### src/rtl/chimp_sequencer.sv
// rtl/chimp_sequencer.sv - Memory-game round sequencer: load numbers, reveal, judge picks, track level and strikes.
// All outputs are registered; iKey0 overrides every state transition.
module chimp_sequencer #(
    parameter int START_NUMS  = 4,
    parameter int MAX_NUMS    = 9,
    parameter int MAX_STRIKES = 3
) (
    input  logic       clk,
    input  logic       iReset,
    input  logic       iKey0,
    input  logic       iEnter,
    input  logic       iDoneLoad,
    input  logic       iClickValid,
    input  logic [4:0] iClickNum,
    output logic       oResetBoard,
    output logic       oLoadEnable,
    output logic [4:0] oNumToLoad,
    output logic       oShowEnable,
    output logic [4:0] oNumToChoose,
    output logic [4:0] oLevel,
    output logic [1:0] oStrikes,
    output logic       oCorrect,
    output logic       oWrong,
    output logic       oGameOver,
    output logic [2:0] oState
);
    typedef enum logic [2:0] {
        S_MENU     = 3'd0,
        S_CLEAR    = 3'd1,
        S_LOAD     = 3'd2,
        S_SHOW     = 3'd3,
        S_PLAY     = 3'd4,
        S_WIN      = 3'd5,
        S_STRIKE   = 3'd6,
        S_GAMEOVER = 3'd7
    } state_t;

    localparam logic [6:0] L_START       = 7'(START_NUMS);
    localparam logic [6:0] L_MAX_NUMS    = 7'(MAX_NUMS);
    localparam logic [1:0] L_MAX_STRIKES = 2'(MAX_STRIKES);

    state_t     r_state;
    logic [4:0] r_level, r_num_load, r_num_choose;
    logic [1:0] r_strikes;
    logic       r_reset_board, r_load_en, r_show, r_correct, r_wrong, r_game_over;

    // Numbers on the board this level, capped at board capacity.
    logic [6:0] w_sum;
    logic [4:0] w_count;
    logic       w_click;
    logic [1:0] w_strikes_next;

    assign w_sum          = L_START + {2'b00, r_level} - 7'd1;
    assign w_count        = (w_sum > L_MAX_NUMS) ? L_MAX_NUMS[4:0] : w_sum[4:0];
    assign w_click        = iClickValid && (iClickNum != 5'd0);
    assign w_strikes_next = r_strikes + 2'd1;

    always_ff @(posedge clk or negedge iReset) begin
        if (!iReset) begin
            r_state       <= S_MENU;
            r_level       <= 5'd0;
            r_strikes     <= 2'd0;
            r_num_load    <= 5'd0;
            r_num_choose  <= 5'd0;
            r_reset_board <= 1'b0;
            r_load_en     <= 1'b0;
            r_show        <= 1'b0;
            r_correct     <= 1'b0;
            r_wrong       <= 1'b0;
            r_game_over   <= 1'b0;
        end else begin
            r_correct <= 1'b0;
            r_wrong   <= 1'b0;
            if (iKey0) begin
                r_state       <= S_MENU;
                r_level       <= 5'd0;
                r_strikes     <= 2'd0;
                r_num_load    <= 5'd0;
                r_num_choose  <= 5'd0;
                r_reset_board <= 1'b0;
                r_load_en     <= 1'b0;
                r_show        <= 1'b0;
                r_game_over   <= 1'b0;
            end else begin
                case (r_state)
                    S_MENU: if (iEnter) begin
                        r_state       <= S_CLEAR;
                        r_level       <= 5'd1;
                        r_strikes     <= 2'd0;
                        r_num_load    <= 5'd1;
                        r_reset_board <= 1'b1;
                    end
                    S_CLEAR: begin
                        r_state       <= S_LOAD;
                        r_reset_board <= 1'b0;
                        r_load_en     <= 1'b1;
                    end
                    S_LOAD: if (iDoneLoad) begin
                        if (r_num_load < w_count) begin
                            r_num_load <= r_num_load + 5'd1;
                        end else begin
                            r_state      <= S_SHOW;
                            r_load_en    <= 1'b0;
                            r_show       <= 1'b1;
                            r_num_choose <= 5'd1;
                        end
                    end
                    S_SHOW, S_PLAY: if (w_click) begin
                        r_show <= 1'b0;
                        if (iClickNum == r_num_choose) begin
                            r_correct <= 1'b1;
                            if (r_num_choose == w_count) begin
                                r_state <= S_WIN;
                            end else begin
                                r_state      <= S_PLAY;
                                r_num_choose <= r_num_choose + 5'd1;
                            end
                        end else begin
                            r_wrong <= 1'b1;
                            r_state <= S_STRIKE;
                        end
                    end
                    S_WIN: begin
                        if (r_level != 5'd31) r_level <= r_level + 5'd1;
                        r_state       <= S_CLEAR;
                        r_num_load    <= 5'd1;
                        r_reset_board <= 1'b1;
                    end
                    S_STRIKE: begin
                        r_strikes <= w_strikes_next;
                        if (w_strikes_next == L_MAX_STRIKES) begin
                            r_state     <= S_GAMEOVER;
                            r_game_over <= 1'b1;
                        end else begin
                            r_state       <= S_CLEAR;
                            r_num_load    <= 5'd1;
                            r_reset_board <= 1'b1;
                        end
                    end
                    S_GAMEOVER: if (iEnter) begin
                        r_state      <= S_MENU;
                        r_level      <= 5'd0;
                        r_strikes    <= 2'd0;
                        r_num_load   <= 5'd0;
                        r_num_choose <= 5'd0;
                        r_game_over  <= 1'b0;
                    end
                    default: r_state <= S_MENU;
                endcase
            end
        end
    end

    assign oResetBoard  = r_reset_board;
    assign oLoadEnable  = r_load_en;
    assign oNumToLoad   = r_num_load;
    assign oShowEnable  = r_show;
    assign oNumToChoose = r_num_choose;
    assign oLevel       = r_level;
    assign oStrikes     = r_strikes;
    assign oCorrect     = r_correct;
    assign oWrong       = r_wrong;
    assign oGameOver    = r_game_over;
    assign oState       = r_state;
endmodule

### config.mk
export PLATFORM = sky130hd
export DESIGN_NAME = chimp_sequencer
export DESIGN_NICKNAME = d
export VERILOG_FILES = /design/src/rtl/chimp_sequencer.sv
export SDC_FILE = /design/constraint.sdc
export NUM_CORES = 1
export LEC_CHECK = 0
export ABC_AREA = 1
export CAP_MARGIN = 20
export CORE_MARGIN = 1.5
export CORE_UTILIZATION = 68
export DETAILED_ROUTE_END_ITERATION = 12
export DONT_BUFFER_PORTS = 1
export PLACE_DENSITY = 0.95
export SLEW_MARGIN = 20
export SYNTH_ARGS = -nofsm -noshare
export SYNTH_HDL_FRONTEND = slang
export SYNTH_SLANG_ARGS = --single-unit
### constraint.sdc
create_clock -name clk -period 4.76 [get_ports clk]
set_input_delay 0.952 -clock clk [delete_from_list [all_inputs] [get_ports clk]]
set_output_delay 0.952 -clock clk [all_outputs]
set_load 0.02 [all_outputs]
---- Word-level counts from Yosys, hierarchy flattened ----
Cells that the tools add are included.
word-level totals
  register bits ........................... 26
  output and inout port bits .............. 26
  logic and storage cells ................. 120
operators by class
  add/sub/neg operators ................... 6
  magnitude comparators ................... 2
  eq/ne operators ......................... 23
  muxes and demuxes ....................... 56
  reduce and logical (&&, ||, !) cells .... 22
operator list
  kind                                                                   count
  5-bit two-way mux                                                      15
  3-bit != test (second input constant)                                  11
  5-bit case mux with 3 select lines                                     2
  5-bit case mux with 5 select lines                                     1
  3-bit two-way mux                                                      8
  1-bit two-way mux                                                      22
  3-bit case mux with 7 select lines                                     1
  5-bit by 1-bit adder with 5-bit output (second input constant)         3
  3-bit == test (second input constant)                                  4
  3-bit nonzero test                                                     4
  5-bit == test                                                          2
  5-bit nonzero test                                                     2
  3-bit AND reduction                                                    3
  4-bit AND reduction                                                    2
  4-bit nonzero test                                                     2
  7-bit by 4-bit > comparator with 1-bit output (second input constant)  1
  7-bit AND reduction                                                    1
  6-bit by 1-bit subtractor with 7-bit output (second input constant)    1
  3-bit by 5-bit adder with 6-bit output (first input constant)          1
  3-bit by 2-bit == test with 1-bit output (second input constant)       2
  1-bit case mux with 2 select lines                                     3
  6-bit AND reduction                                                    1
  6-bit nonzero test                                                     1
  5-bit < comparator                                                     1
  other kinds (13)                                                       15

---- Longest topological paths before layout ----
Gate-level depths: netlist of the first run.
  depth in word-level cells ............... 10
  gate-level depth with buffers ........... 18
  depth with buffers taken out ............ 18

---- Worst setup path after synthesis of the first run ----
OpenSTA, ideal clock, no wires.
  kind .................................... reg2reg
  start ................................... reg r_level[0] (netlist: oLevel[0])
  end ..................................... reg r_num_choose[0] (netlist: oNumToChoose[0])
  arrival time ............................ 2.237 ns
  required time ........................... 4.642 ns
  setup slack ............................. 2.405 ns
  stages on the path, launching flop included .. 15
  buffers on the path ..................... 0
  path through ............................ dfrtp_1 > inv_2 > ha_1 > o21ai_1 > nand2_2 > and2_1 > ha_1 > nand2_1 > o21a_1 > nand3_2 > nand2_2 > inv_4 > nand2_4 > nand2_1 > nand2_1
on the way
  word-level cells in the longest chain between the ends .. 7
ends and longest elaborated chain
  what                                                        RTL line  RTL
  start, declared                                             43        logic [4:0] r_level, r_num_load, r_num_choose;
  start signal, assigned                                      124       if (r_level != 5'd31) r_level <= r_level + 5'd1;
  3-bit by 5-bit adder with 6-bit output *                    53        assign w_sum = L_START + {2'b00, r_level} - 7'd1;
  6-bit by 1-bit subtractor with 7-bit output *               53
  7-bit by 4-bit > comparator with 1-bit output               54        assign w_count = (w_sum > L_MAX_NUMS) ? L_MAX_NUMS[4:0] : w_sum[4:0];
  5-bit two-way mux *                                         54
  5-bit < comparator / 5-bit == test (equally long branches)  99, 112
  3-bit != test (no line)                                     n/a
  7-bit AND reduction (no line) *                             n/a
  end signal, assigned                                        116       r_num_choose <= r_num_choose + 5'd1;
  end, declared                                               43
Every way passes the cells marked *; elsewhere a longest branch is shown, timed or not.
A chain may end at the register's enable or synchronous reset.

---- Worst setup path in the final report of the first run ----
  start ................................... reg r_level[0] (netlist: oLevel[0])
  end ..................................... reg r_num_choose[4] (netlist: oNumToChoose[4])
The elaborated chain is that of the path after synthesis.

==> results of run 1 <==
[per-layer routing]
layer  global-route usage  wire, µm  vias to the layer above
met2                0.477      2090                       78
li1                     -         -                      947
met1                0.360      1950                      828
met3               0.0558       308                       10
met5                    0         0                        -
met4                0.113       102                        0
[cells in the final DEF, fill, tap and decap left out, drive strengths merged, types with 2 or more instances in the layout]
cell	count
nand2	86
inv	40
nor2	32
nand3	30
dfrtp	26
o21ai	21
a21oi	12
ha	11
nor3	9
xor2	5
nand4	5
clkbuf	4
xnor2	2
or2	2
[worst paths after layout]
| kind | start | endpoint | slack, ps | cells past startpoint |
|---|---|---|---|---|
| setup / recovery | oLevel[0] | oNumToChoose[4] | 2160 | 15 |
| hold / removal | iReset | oState[1] | 290 | 0 |
| setup reg to reg | oLevel[0] | oNumToChoose[4] | 2160 | 15 |
| hold reg to reg | oLoadEnable | oLoadEnable | 630 | 2 |
| max in group asynchronous | iReset | oNumToChoose[2] | 4390 | 0 |
| min in group clk | oLoadEnable | oLoadEnable | 630 | 2 |
[worst max-delay path, stage by stage, from the launching register on]
cell,delay (ps)
dfrtp_1,600
inv_2,120
ha_1,250
nor2_1,110
nand2_1,70
nand2_2,150
nand3_2,110
ha_1,300
a21oi_1,150
o21a_1,190
nand3_2,140
nand2_2,110
inv_4,50
nand2_4,80
nand2_1,60
nand2_1,70
[per-stage QoR]
stage	utilization	hold slack (ps)	power (W)	cells
floorplan	-	575	0.000739	293
global placement	0.733	594	0.000812	320
detailed placement	0.733	598	0.000828	320
CTS	0.746	288	0.000940	324
global route	0.746	279	0.00102	324
finish	0.746	294	0.000943	324
[flip-flops by register name, indices dropped and copies added (netlist names)]
signal	flops
oGameOver	1
oResetBoard	1
oNumToLoad	5
oNumToChoose	5
oWrong	1
oStrikes	2
oLevel	5
oCorrect	1
oShowEnable	1
oState	3
oLoadEnable	1
[power groups by stage]
stage / Clock (W) / Combinational [W] / Sequential, W
2_1_floorplan: 0 / 0.000382 / 0.000356
3_3_place_gp: 0 / 0.000434 / 0.000378
3_5_place_dp: 0 / 0.000448 / 0.000380
4_1_cts: 0.000115 / 0.000450 / 0.000375
5_1_grt: 0.000120 / 0.000517 / 0.000384
6_report: 0.000112 / 0.000455 / 0.000376
[kinds of logic after synthesis]
| family | count (synthesis) | share of synthesized area |
|---|---|---|
| simple gates | 168 | 0.404 |
| compound gates | 36 | 0.0934 |
| xor+xnor | 7 | 0.0301 |
| buf+inv | 44 | 0.0836 |
| fa+ha+maj | 11 | 0.0676 |
| flops | 26 | 0.320 |
| other cells | 1 | 0.00184 |
[area by class of cell]
type | instances | area (µm²) | area share
multi-input combinational | 223 | 1210 | 0.580
clock buffer | 4 | 36.3 | 0.0173
inverter | 40 | 153 | 0.0729
sequential | 26 | 651 | 0.311
tap | 31 | 38.8 | 0.0185
==> impl_metrics.csv, run 1 <==
group,metric,value,unit
yosys,synth.avg_cell_area,6.95,µm²
clock_tree,clock_path_buffers,2,
detailed_routing,drt-initial-drc-count,142,
yosys,synthCells,293,
power,pwr-share-seq,0.399,
power,vdd.ir_drop.worst,0.347,mV
die,start_util,0.726,
final_layout,fin_area,2090,µm²
outcome,outcome,"finished with violations",
flow_run,maxCapViolCount,0,
sta,period_share,0.545,
grt,antenna_found_initial,0,
die,ios,37,
detailed_routing,drt_first_pass_iters,9,
sta,hold_viol,0,
power,clock_power_share,0.119,
clock_tree,clkSinkCount,26,
detailed_routing,ant_nets,0,
placement,gp_congestion,0.872,
grt,grt_max_degree,27,
outcome,violations,"design-rule violations",
setup_path,critPathLaunchType,"flop",
yosys,async_reset_ff_frac,1.00,
detailed_routing,routed_via_density,5.75,
sta,setup_viol,0,
sta,clock_skew,4.92,ps
grt,gr-total-overflow,0,
grt,grt_usage,0.284,
yosys,yosys.area.top_type,"dfrtp_1",
yosys,synth_cell_type_count,33,
yosys,yosys.area.top_type_share,0.320,
setup_path,cp-end-kind,"flop",
yosys,ys_ff_latch,26,
grt,grt_pass1_vias,1745,
worst_hold_path,holdCritPathClass,"input pin to async pin",
sta,fmax,0.385,GHz
yosys,synth.most_common_cell,"nand2_1",
yosys,synth-main-ff-cell,"dfrtp_1",
clock_tree,clk_pin_slew,140,ps
die,core_area,2810,µm²
clock_tree,cts_tree,"done",
yosys,synth_area,2040,µm²
clock_tree,cts_resized,0,
placement,pre_cts_ws,2190,ps
placement,port_buffers,0,
final_layout,fillCellCount,232,
clock_tree,cts_setup_buffers,0,
yosys,synth_area_leaders,"dfrtp_1 (32%), nand2_1 (14%), ha_1 (6.8%)",
detailed_routing,num_vias,1863,
setup_path,crit_arrival,2870,ps
setup_path,critPathKind,"flop to flop",
yosys,synth_nets,315,
final_layout,fin_nets,316,
sta,fin_setup_tns,0,ps
sta,min_period,2600,ps
setup_path,cp_max_fo,9,
clock_tree,clockRootBuffer,"clkbuf_4",
die,die-area,3330,µm²
sta,rsz0062_at_grt,"false",
die,die-height,57.7,µm
sta,worst_slack,2160,ps
placement,dp_hpwl,3.49,mm
yosys,seq_area_frac_synth,0.320,
yosys,ys_top_cells_by_count,"nand2_1 (75), inv_1 (32), dfrtp_1 (26), nand3_1 (26), nor2_1 (24)",
clock_tree,htree_levels,1,
power,p_sw_frac,0.513,
die,chipWidth,57.7,µm
grt,grt_pass1_wl,7.42,mm
setup_path,critPathRequiredTime,5040,ps
power,powerDensity,450,nW/µm²
sta,drv_slew,0,
final_layout,diodes,0,
detailed_routing,wire_per_inst,13.7,µm
yosys,ys_warn_count,0,
detailed_routing,route.detailed.drc,4,
power,internal_power,0.000460,W
yosys,synth_edf_count,0,
power,p_leak,1.06,nW
final_layout,layout-drive-gt1-share,0.143,
detailed_routing,wl,4.44,mm
die,core.rowCount,19,
final_layout,area.growth.synth_to_final,2.83,%
power,p_switching,0.000483,W
clock_tree,cts_hold_buf,0,
clock_tree,numCtsBuffers,3,
placement,dpl_cell_area,2060,µm²
clock_tree,clk-insertion-delay-late,330,ps
power,combinationalPowerShare,0.482,
No activity file was read; power rests on OpenSTA's default activity.
==> run 2: changes to the inputs <==
--- a/config.mk
+++ b/config.mk
@@ -8,10 +8,10 @@
 export ABC_AREA = 1
 export CAP_MARGIN = 20
 export CORE_MARGIN = 1.5
-export CORE_UTILIZATION = 68
+export CORE_UTILIZATION = 63
 export DETAILED_ROUTE_END_ITERATION = 12
 export DONT_BUFFER_PORTS = 1
-export PLACE_DENSITY = 0.95
+export PLACE_DENSITY = 0.9
 export SLEW_MARGIN = 20
 export SYNTH_ARGS = -nofsm -noshare
 export SYNTH_HDL_FRONTEND = slang
==> constraint.sdc (replaced) <==
create_clock -name clk -period 2.6 [get_ports clk]
set_input_delay 0.52 -clock clk [delete_from_list [all_inputs] [get_ports clk]]
set_output_delay 0.52 -clock clk [all_outputs]
set_load 0.02 [all_outputs]
==> impl_metrics.csv, run 2 (same netlist as run 1, synthesis figures left out) <==
group,metric,value,unit
setup_path,rr_worst_depth,16,
clock_tree,cts_tree,"done",
detailed_routing,route.detailed.drc,0,
final_layout,diodes,0,
setup_path,cp_max_fo,6,
worst_hold_path,holdPathEnd,"oGameOver",
final_layout,area.growth.synth_to_final,5.47,%
clock_tree,numCtsBuffers,3,
sta,period_share,0.923,
sta,fmax,0.417,GHz
placement,gp_congestion,0.908,
power,p_leak,1.08,nW
sta,clock_skew,20.4,ps
setup_path,regToRegStartpoint,"oLevel[1]",
power,vdd.ir_drop.worst,0.440,mV
grt,grt_pass1_vias,1791,
setup_path,crit_path_frequent_cell,"nand2_1",
detailed_routing,drt-initial-drc-count,114,
setup_path,crit_family,"simple AND/OR/NAND/NOR gates",
die,core.rowCount,20,
detailed_routing,routed_via_density,5.48,
clock_tree,cts_setup_buffers,0,
flow_run,maxCapViolCount,0,
setup_path,cp.depth,16,
grt,grt_pass1_wl,7.18,mm
die,chipWidth,59.8,µm
outcome,outcome,"completed",
clock_tree,clk-insertion-delay-late,330,ps
clock_tree,clk_pin_slew,140,ps
detailed_routing,drt_first_pass_iters,4,
final_layout,final_common_cell,"nand2_1",
final_layout,layout_common_cells,"nand2_1 (75), inv_1 (32), nand3_1 (26)",
die,start_util,0.667,
setup_path,rrSetupSlack,200,ps
setup_path,critPathSlowestCell,"dfrtp_1",
sta,min_period,2400,ps
setup_path,critPathMaxStageDelay,400,ps
grt,grt_usage,0.261,
sta,setup_viol,0,
detailed_routing,ant_nets,0,
grt,gr-total-overflow,0,
grt,grt_max_degree,27,
sta,rsz0062_at_grt,"false",
setup_path,critPathRequiredTime,2860,ps
setup_path,cp_cell_sequence,"inv_1 > ha_1 > inv_1 > nand2_1 > nand2_1 > inv_1 > nand3_2 > ha_1 > a21oi_1 > o21a_1 > nand3_2 > nand2_2 > inv_4 > nand2_4 > nand2_1 > nand2_1",
sta,hold_viol,0,
clock_tree,htree_levels,1,
detailed_routing,num_vias,1864,
final_layout,fin_area,2150,µm²
die,die-area,3580,µm²
clock_tree,clockRootBuffer,"clkbuf_4",
worst_hold_path,holdCritPathClass,"input pin to flop",
worst_hold_path,holdPathStages,1,
sta,fin_setup_tns,0,ps
final_layout,fin_nets,320,
die,die-height,59.8,µm
placement,dp_hpwl,3.47,mm
grt,antenna_found_initial,0,
sta,drv_slew,0,
setup_path,critPathKind,"flop to flop",
worst_hold_path,hp-start,"iKey0",
placement,port_buffers,0,
setup_path,critPathLaunchType,"flop",
setup_path,crit_arrival,2660,ps
placement,dpl_cell_area,2090,µm²
die,ios,37,
clock_tree,clkSinkCount,26,
setup_path,cp-end-kind,"flop",
clock_tree,clock_path_buffers,2,
final_layout,layout-drive-gt1-share,0.152,
die,core_area,3050,µm²
detailed_routing,wl,4.39,mm
setup_path,r2r_end,"oNumToChoose[4]",
power,powerDensity,793,nW/µm²
detailed_routing,wire_per_inst,12.9,µm
setup_path,critPathBufInv,4,
[run 2: layout make-up]
cell class	count	area (µm²)
Multi-Input combinational cell	223	1220
Fill cell	271	906
Sequential cell	26	652
Timing Repair Buffer	4	45.0
Tap cell	44	55.1
Inverter	40	153
Clock buffer	3	22.5
[run 2: per-stage QoR]
step           instances  total power [W]  hold WS [ps]  setup slack (ps)  utilization
2_1_floorplan        293          0.00135           224               245            -
3_3_place_gp         335          0.00150           225               394        0.684
3_5_place_dp         335          0.00152           225               220        0.684
4_1_cts              340          0.00171           292               165        0.701
5_1_grt              340          0.00186           280              23.0        0.703
6_report             340          0.00170           302               201        0.703
[run 2: routing by layer]
metal	share of wire	global-route usage	vias up
met2	0.48	0.446	47
met4	0.022	0.108	0
met3	0.062	0.0498	11
li1	-	-	948
met5	0	0	-
met1	0.43	0.320	858
[run 2: worst max path at each step]
stage / end / slack, ps / from
2_1_floorplan: oNumToChoose[0] / 240 / oLevel[0]
3_3_place_gp: oNumToChoose[0] / 390 / oLevel[2]
3_5_place_dp: oNumToChoose[4] / 220 / oLevel[2]
4_1_cts: oNumToChoose[4] / 160 / oLevel[2]
5_1_grt: oNumToChoose[0] / 20 / oLevel[1]
6_report: oNumToChoose[4] / 200 / oLevel[1]
[run 2: power breakdown]
group / internal (W) / total [W] / switching, W
sequential: 0.000474 / 0.000665 / 0.000191
clock: 0.0000545 / 0.000171 / 0.000117
combinational: 0.000297 / 0.000867 / 0.000571
[run 2: timing repair]
action	in CTS	in global routing
setup endpoints to repair	0	4
resized for setup	0	2
endpoints found under the hold margin	26	0
hold buffers	2	0
[run 2: worst reg2reg max path, delay by kind of cell (launching register included)]
kind            cells  cell delay, ps
simple gates        8             670
fa+ha+maj           2             550
flops               1             400
compound gates      2             400
buf+inv             4             320
